`src/rtl/sprite_compositor.sv`:
```
// Sprite compositor: picks the highest-priority sprite hit, fetches its shape pixel
// and merges it over the background with colour-key transparency; tracks collisions.
module sprite_compositor #(
  parameter int          NUM_SPRITES     = 4,
  parameter logic [11:0] COLLISION_INDEX = 12'h010,
  parameter logic [11:0] KEY_INDEX       = 12'h011
) (
  input  logic                      clk,
  input  logic                      reset,
  input  logic [NUM_SPRITES-1:0]    sprite_active_i,
  input  logic [12*NUM_SPRITES-1:0] sprite_address_i,
  input  logic                      in_visible_i,
  input  logic [7:0]                background_color_i,
  output logic [11:0]               shape_addr_o,
  input  logic [7:0]                shape_data_i,
  input  logic                      register_write_i,
  input  logic                      register_read_i,
  input  logic [11:0]               register_index_i,
  input  logic [15:0]               register_write_value_i,
  output logic [15:0]               register_read_value_o,
  output logic [7:0]                pixel_color_o
);

  logic                   w_hit;
  logic [11:0]            w_win_addr;
  logic [3:0]             w_act_count;
  logic [NUM_SPRITES-1:0] w_coll_new;
  logic                   w_rd_coll;
  logic                   w_wr_key;
  logic [7:0]             w_pixel_next;
  logic                   w_unused_bits;

  logic                   r_s1_valid;
  logic                   r_s1_hit;
  logic                   r_s1_vis;
  logic [7:0]             r_s1_bg;
  logic [NUM_SPRITES-1:0] r_s1_active;
  logic [11:0]            r_s1_addr;

  logic                   r_s2_valid;
  logic                   r_s2_hit;
  logic                   r_s2_vis;
  logic [7:0]             r_s2_bg;

  logic [7:0]             r_pixel;
  logic [NUM_SPRITES-1:0] r_flags;
  logic [7:0]             r_key;
  logic [15:0]            r_read_value;

  assign w_unused_bits = &{1'b0, register_write_value_i[15:8]};

  // Scan from the top so the lowest-index active sprite is the last to assign.
  always_comb begin
    w_hit      = 1'b0;
    w_win_addr = 12'h000;
    for (int n = NUM_SPRITES - 1; n >= 0; n--) begin
      if (sprite_active_i[n]) begin
        w_hit      = 1'b1;
        w_win_addr = sprite_address_i[12*n +: 12];
      end
    end
  end

  always_comb begin
    w_act_count = 4'd0;
    for (int n = 0; n < NUM_SPRITES; n++) begin
      w_act_count = w_act_count + {3'b000, r_s1_active[n]};
    end
    w_coll_new = '0;
    if (r_s1_valid && r_s1_vis && (w_act_count >= 4'd2)) begin
      w_coll_new = r_s1_active;
    end
  end

  assign w_rd_coll = register_read_i && (register_index_i == COLLISION_INDEX);
  assign w_wr_key  = register_write_i && (register_index_i == KEY_INDEX);

  always_comb begin
    w_pixel_next = 8'h00;
    if (r_s2_valid && r_s2_vis) begin
      if (r_s2_hit && (shape_data_i != r_key)) begin
        w_pixel_next = shape_data_i;
      end else begin
        w_pixel_next = r_s2_bg;
      end
    end
  end

  always_ff @(posedge clk or posedge reset) begin
    if (reset) begin
      r_s1_valid  <= 1'b0;
      r_s1_hit    <= 1'b0;
      r_s1_vis    <= 1'b0;
      r_s1_bg     <= 8'h00;
      r_s1_active <= '0;
      r_s1_addr   <= 12'h000;
      r_s2_valid  <= 1'b0;
      r_s2_hit    <= 1'b0;
      r_s2_vis    <= 1'b0;
      r_s2_bg     <= 8'h00;
      r_pixel     <= 8'h00;
    end else begin
      r_s1_valid  <= 1'b1;
      r_s1_hit    <= w_hit;
      r_s1_vis    <= in_visible_i;
      r_s1_bg     <= background_color_i;
      r_s1_active <= sprite_active_i;
      // Address holds on a miss; the cleared hit flag masks the stale RAM data.
      if (w_hit) begin
        r_s1_addr <= w_win_addr;
      end
      r_s2_valid  <= r_s1_valid;
      r_s2_hit    <= r_s1_hit;
      r_s2_vis    <= r_s1_vis;
      r_s2_bg     <= r_s1_bg;
      r_pixel     <= w_pixel_next;
    end
  end

  always_ff @(posedge clk or posedge reset) begin
    if (reset) begin
      r_flags      <= '0;
      r_key        <= 8'h00;
      r_read_value <= 16'h0000;
    end else begin
      if (register_read_i) begin
        r_read_value <= w_rd_coll ? {{(16-NUM_SPRITES){1'b0}}, r_flags} : 16'h0000;
      end
      // A collision landing on the clearing edge survives into the next read.
      r_flags <= (w_rd_coll ? '0 : r_flags) | w_coll_new;
      if (w_wr_key) begin
        r_key <= register_write_value_i[7:0];
      end
    end
  end

  assign shape_addr_o          = r_s1_addr;
  assign pixel_color_o         = r_pixel;
  assign register_read_value_o = r_read_value;

endmodule

```
`config.mk`:
```
export PLATFORM = sky130hd
export DESIGN_NAME = sprite_compositor
export DESIGN_NICKNAME = d
export VERILOG_FILES = /design/src/rtl/sprite_compositor.sv
export SDC_FILE = /design/constraint.sdc
export NUM_CORES = 1
export LEC_CHECK = 0
export ABC_AREA = 0
export BUFFER_PORTS_ARGS = -buffer_cell sky130_fd_sc_hd__buf_4
export CAP_MARGIN = 20
export CORE_MARGIN = 3
export CORE_UTILIZATION = 30
export CTS_CLUSTER_SIZE = 25
export DETAILED_ROUTE_END_ITERATION = 16
export GPL_TIMING_DRIVEN = 0
export HOLD_SLACK_MARGIN = 0.05
export SYNTH_ARGS = -nofsm -noshare
export SYNTH_HDL_FRONTEND = slang
export SYNTH_SLANG_ARGS = --single-unit
export TNS_END_PERCENT = 50
```
`constraint.sdc`:
```
create_clock -name clk -period 2.1 [get_ports clk]
set_input_delay 0.21 -clock clk [delete_from_list [all_inputs] [get_ports clk]]
set_output_delay 0.21 -clock clk [all_outputs]
set_load 0.02 [all_outputs]
```
# Yosys cells after proc, flatten, opt, wreduce, memory -nomap -nowiden
# Index checks and enable logic that the tools add are counted.
# Widths: inputs -> output; s select.
dict set report op_classes {
  add_sub_neg 3
  n_mul 0
  n_div 0
  order_cmp 1
  eq_ne 3
  n_shift 0
  muxes 13
  bitwise_logic 1
  reduce_logical 6
}
# op n
set ops {}
lappend ops {{$mux 12} 4}
lappend ops {{$eq 12x5->1 const B} 2}
lappend ops {{$mux 8} 2}
lappend ops {{$mux 4} 3}
lappend ops {{$ne 8x8->1} 1}
lappend ops {{$logic_and 1x1->1} 6}
lappend ops {{$add 3x1->4} 1}
lappend ops {{$ge 4x2->1 const B} 1}
lappend ops {{$mux 1} 4}
lappend ops {{$or 4x4->4} 1}
lappend ops {{$add 2x1->3} 1}
lappend ops {{$add 1x1->2} 1}
dict set report totals {
  regBits 74
  latchBits 0
  mem_bits_rw 0
  rom_bits 0
  in_bits 101
  output_inout_bits 36
  elab_cells 41
  n_memories 0
}

# Longest topological paths before layout
dict set report logic_depth {
  word_depth 7
  mapped_depth 5
  ltp_nobuf 4
}

# Worst setup path before layout
# OpenSTA, ideal clock, no wires.
dict set report synth_timing {
  kind {flip-flop to flip-flop}
  from {reg r_s1_active[0]}
  to {reg r_flags[0]}
  setup_ns 0.066
  arrival_ns 1.267
  required_ns 2.034
  slack_ns 0.767
  path_stages_with_launch 5
  n_path_buf 0
  synth_period_minus_slack_ns 1.333
  cell_sequence {dfrtp_1 -> fa_1 -> a21oi_1 -> nor2_1 -> a22o_1}
}
dict set report synth_via {
  elab_chain_len 7
}
# element line
set synth_lines {}
lappend synth_lines {{start: declaration} 37} ;# logic [NUM_SPRITES-1:0] r_s1_active;
lappend synth_lines {{start signal: assignment} 107} ;# r_s1_active <= sprite_active_i;
lappend synth_lines {{$add 1x1->2} 67} ;# w_act_count = w_act_count + {3'b000, r_s1_active[n]};
lappend synth_lines {{$add 2x1->3} 67}
lappend synth_lines {{$add 3x1->4} 67}
lappend synth_lines {{$ge 4x2->1} 70} ;# if (r_s1_valid && r_s1_vis && (w_act_count >= 4'd2)) begin
lappend synth_lines {{$logic_and 1x1->1} 70}
lappend synth_lines {{$mux 4 (*)} 70}
lappend synth_lines {{$or 4x4->4 (*)} 130} ;# r_flags <= (w_rd_coll ? '0 : r_flags) | w_coll_new;
lappend synth_lines {{end signal: assignment} 130}
lappend synth_lines {{end: declaration} 46} ;# logic [NUM_SPRITES-1:0] r_flags;
# Mark *: on every way between the ends. The rest lies on a longest branch, timed or not.
# A chain may end at the register's enable or synchronous reset.

# Final worst setup path
dict set report layout_timing {
  from {in sprite_active_i[0]}
  to {reg r_s1_addr[8] (netlist: shape_addr_o[8])}
}
dict set report layout_via {
  elab_chain_len 1
  word_cells_on_any_way 2
  classes_between {mux (2)}
}
# element line
set layout_lines {}
lappend layout_lines {{start: declaration} 10} ;# input logic [NUM_SPRITES-1:0] sprite_active_i,
lappend layout_lines {{$mux 12 or $mux 1 (tied branches)} 57} ;# if (sprite_active_i[n]) begin
lappend layout_lines {{end signal: assignment} 110} ;# r_s1_addr <= w_win_addr;
lappend layout_lines {{end: declaration} 38} ;# logic [11:0] r_s1_addr;
# Parallel ways exist; a longest one is shown, timed or not.

==> flow_summary_export.csv <==
group,metric,value,unit
global_routing,overflow,0,
timing,min_period_over_period,81.3,%
global_routing,grt_pass1_vias,2214,
logic_synthesis,yosys.area_share.adder,0.795,%
logic_synthesis,ys_warn_count,0,
timing,hold_viol,0,
logic_synthesis,muxShareOfSynthArea,6.76,%
logic_synthesis,synth_top_cells_by_count,"dfrtp_1, nand2_1, buf_4, o21ai_0",
final_layout,fin_nets,462,
status,status,"finished clean",
job,max_cap_violations,0,
drt,routed_wl,6440,um
floorplanning,core_area,7930,um2
power,switching_power,674,uW
worst_setup_path,setup.worst_path.start_class,"input port",
floorplanning,pin_count,137,
worst_setup_path,max_stage_delay,0.54,ns
floorplanning,rows,32,
final_layout,antenna_cells,0,
final_layout,layout-drive-gt1-share,43.7,%
logic_synthesis,async_flop_share,100,%
logic_synthesis,synth-xor-area-share,2.78,%
worst_setup_path,end_kind,"flop",
clock_network,clock_latency,0.33,ns
placement,place.gp.congestion,0.775,
drt,drt_pass1_iterations,4,
timing,slew_violations,0,
logic_synthesis,synthesis.instances,207,
clock_network,clockBufferDepth,2,
logic_synthesis,synth.most_common_cell,"dfrtp_1",
power,internal_power,2200,uW
global_routing,grt_usage,13.9,%
power,cellPowerDensity,730,nW/um2
floorplanning,die_area,9530,um2
global_routing,grt_max_degree,43,
worst_setup_path,crit_fanout,10,
timing,setup_viol_count_final,0,
placement,place_area,3580,um2
logic_synthesis,ys_seq_elements,62,
clock_network,cts_made_buffers,9,
drt,vias_per_cell,4.49,
logic_synthesis,synth_ff_type,"dfrtp_1",
placement,port_buffers,116,
worst_setup_path,critPathRequiredTime,2.30,ns
power,leakage,0.00195,uW
timing,rsz0062_at_grt,"no",
power,swShare,23.4,%
logic_synthesis,synth-simple-area-share,9.29,%
drt,drt_iter0_markers,66,
clock_network,path_clk_slew,0.07,ns
timing,whs,0.110,ns
worst_setup_path,worst_ep_arrival_time,1.91,ns
drt,drcViolationCount,0,
timing,worst_pin_slew,0.508,ns
clock_network,root_buffer,"clkbuf_8",
drt,ant_nets,0,
drt,wl_per_cell,13.8,um
power,peakVddDrop,369,uV
logic_synthesis,yosys.area.top_type,"dfrtp_1",
logic_synthesis,syn_area,2520,um2
worst_setup_path,path_cells,"dlygate4sd3_1 > buf_4 > or2_2 > clkbuf_1 > a221oi_1 > o21ai_0",
global_routing,grt_antenna_before_repair,0,
timing,max_freq,586,MHz
logic_synthesis,synth_seq_area_share,61.6,%
placement,hpwl,4910,um
global_routing,grt_pass1_wl,10500,um
clock_network,tritoncts,"yes",
logic_synthesis,synth.top_cell.area_share,61.6,%
drt,dr_total_vias,2091,
power,p_clk_share,41.2,%
final_layout,syn_to_final_growth,56.5,%
timing,skew,0.00664,ns
floorplanning,die_h,97.6,um
logic_synthesis,synth_enable_flop_cells,0,
clock_network,post_cts_resized,0,
min_path,min_path_type,"input port to flop",
power,power_frac_comb,14.5,%
clock_network,h-tree-depth,3,
worst_setup_path,crit_family,"buffers and inverters",
worst_setup_path,cp_slowest_cell,"dlygate4sd3_1",
clock_network,cts.sinks,62,
floorplanning,initial_utilization,31.8,%
timing,layout_min_cycle_time,1.71,ns
floorplanning,die_w,97.6,um
power,power.share.sequential,44.4,%
timing,max-slew-margin-rel,66.2,%
logic_synthesis,syn_avg_cell_area,12.2,um2
logic_synthesis,netlist_top_cells_area,"dfrtp_1, nand2_1, a221oi_1",
final_layout,final_area,3940,um2
final_layout,fill_cells,756,
logic_synthesis,synth_top_family_by_area,"compound AO/OA/AOI/OAI gates",
worst_setup_path,critical_path_class,"input port to flop",
logic_synthesis,synth_cell_types,31,
worst_setup_path,path_buf_inv,3,
logic_synthesis,synth-compound-area-share,12.9,%
## routing by layer
metal  up-vias  share of wire (%)  GRT usage (%)
met1       972                 40           15.6
met3         9                9.4           5.17
met4         0                1.7           6.50
met5         -                  0              0
li1       1018                  -              -
met2        92                 49           23.2
## sequential cells by signal, indices dropped and copies added (netlist names)
| name | count |
|---|---|
| shape_addr_o | 12 |
| pixel_color_o | 8 |
| r_key | 8 |
| r_s1_bg | 8 |
| r_s2_bg | 8 |
| r_flags | 4 |
| r_s1_active | 4 |
| register_read_value_o | 4 |
| r_s1_hit | 1 |
| r_s1_valid | 1 |
| r_s1_vis | 1 |
| r_s2_hit | 1 |
| r_s2_valid | 1 |
| r_s2_vis | 1 |
## final cells by class
class                      count  area [um2]  share of cell area [%]
clock buffer                  12         155                    3.94
inverter                       4        15.0                   0.381
tap                          102         128                    3.24
clock inverter                 3        67.6                    1.71
timing repair buffer         131        1030                    26.2
sequential                    62        1550                    39.4
multi-input combinational    131         867                    22.0
buffer                        21         126                    3.21
## cells by family (layout without fill, tap and decap cells)
logic type / after synthesis / after routing
compound gates: 46 / 46
xor+xnor: 8 / 8
fa+ha+maj: 1 / 1
buf+inv: 25 / 171
flops: 62 / 62
mux: 16 / 16
other cells: 2 / 13
simple gates: 47 / 47
## metrics by stage
step | worst slack (ns) | utilization, % | total power, uW | setup TNS (ns) | instances
2_1_floorplan | 0.349 | - | 1470 | 0 | 218
3_3_place_gp | -0.433 | 44.9 | 1690 | -26.68 | 436
3_5_place_dp | 0.604 | 45.1 | 1700 | 0 | 437
4_1_cts | 0.421 | 49.7 | 2920 | 0 | 466
5_1_grt | 0.296 | 49.7 | 3010 | 0 | 466
6_report | 0.394 | 49.7 | 2880 | 0 | 466
## path summary, 6_finish.rpt
path                                           startpoint          endpoint  slack (ns)  depth (start not counted)
max in group asynchronous                           reset  pixel_color_o[0]        1.07                          4
worst max register to register                   r_key[3]  pixel_color_o[6]        0.60                          5
worst max-delay path                   sprite_active_i[0]   shape_addr_o[8]        0.39                          6
worst min-delay path            register_write_value_i[6]          r_key[6]        0.11                          2
min in group asynchronous                           reset  shape_addr_o[10]        0.46                          3
worst min register to register                   r_s1_hit          r_s2_hit        0.35                          0
## layout by cell type, fill, tap and decap left out, types with 8 or more instances in the layout
cell and count:
dlygate4sd3_1 14, mux2_2 8, dfrtp_1 62, a221oi_1 11, mux2i_1 8, nand2_1 31
o22ai_1 11, a22o_1 8, clkbuf_1 8, xor2_1 8, buf_4 128, conb_1 13
clkbuf_8 11, o21ai_0 12
## power by group through the flow
| stage | logic (uW) | registers [uW] | clock network [uW] |
|---|---|---|---|
| after global routing | 455 | 1280 | 1270 |
| after detailed placement | 401 | 1300 | 0 |
| after floorplan | 134 | 1330 | 0 |
| final | 416 | 1280 | 1180 |
| after global placement | 391 | 1300 | 0 |
| after CTS | 423 | 1280 | 1220 |
## what timing repair did
| item | CTS | global route |
|---|---|---|
| hold buffers | 14 | 0 |
| buffers inserted | 0 | 0 |
| endpoints found under the hold margin | 33 | 0 |
(Power assumes the default switching activity.)
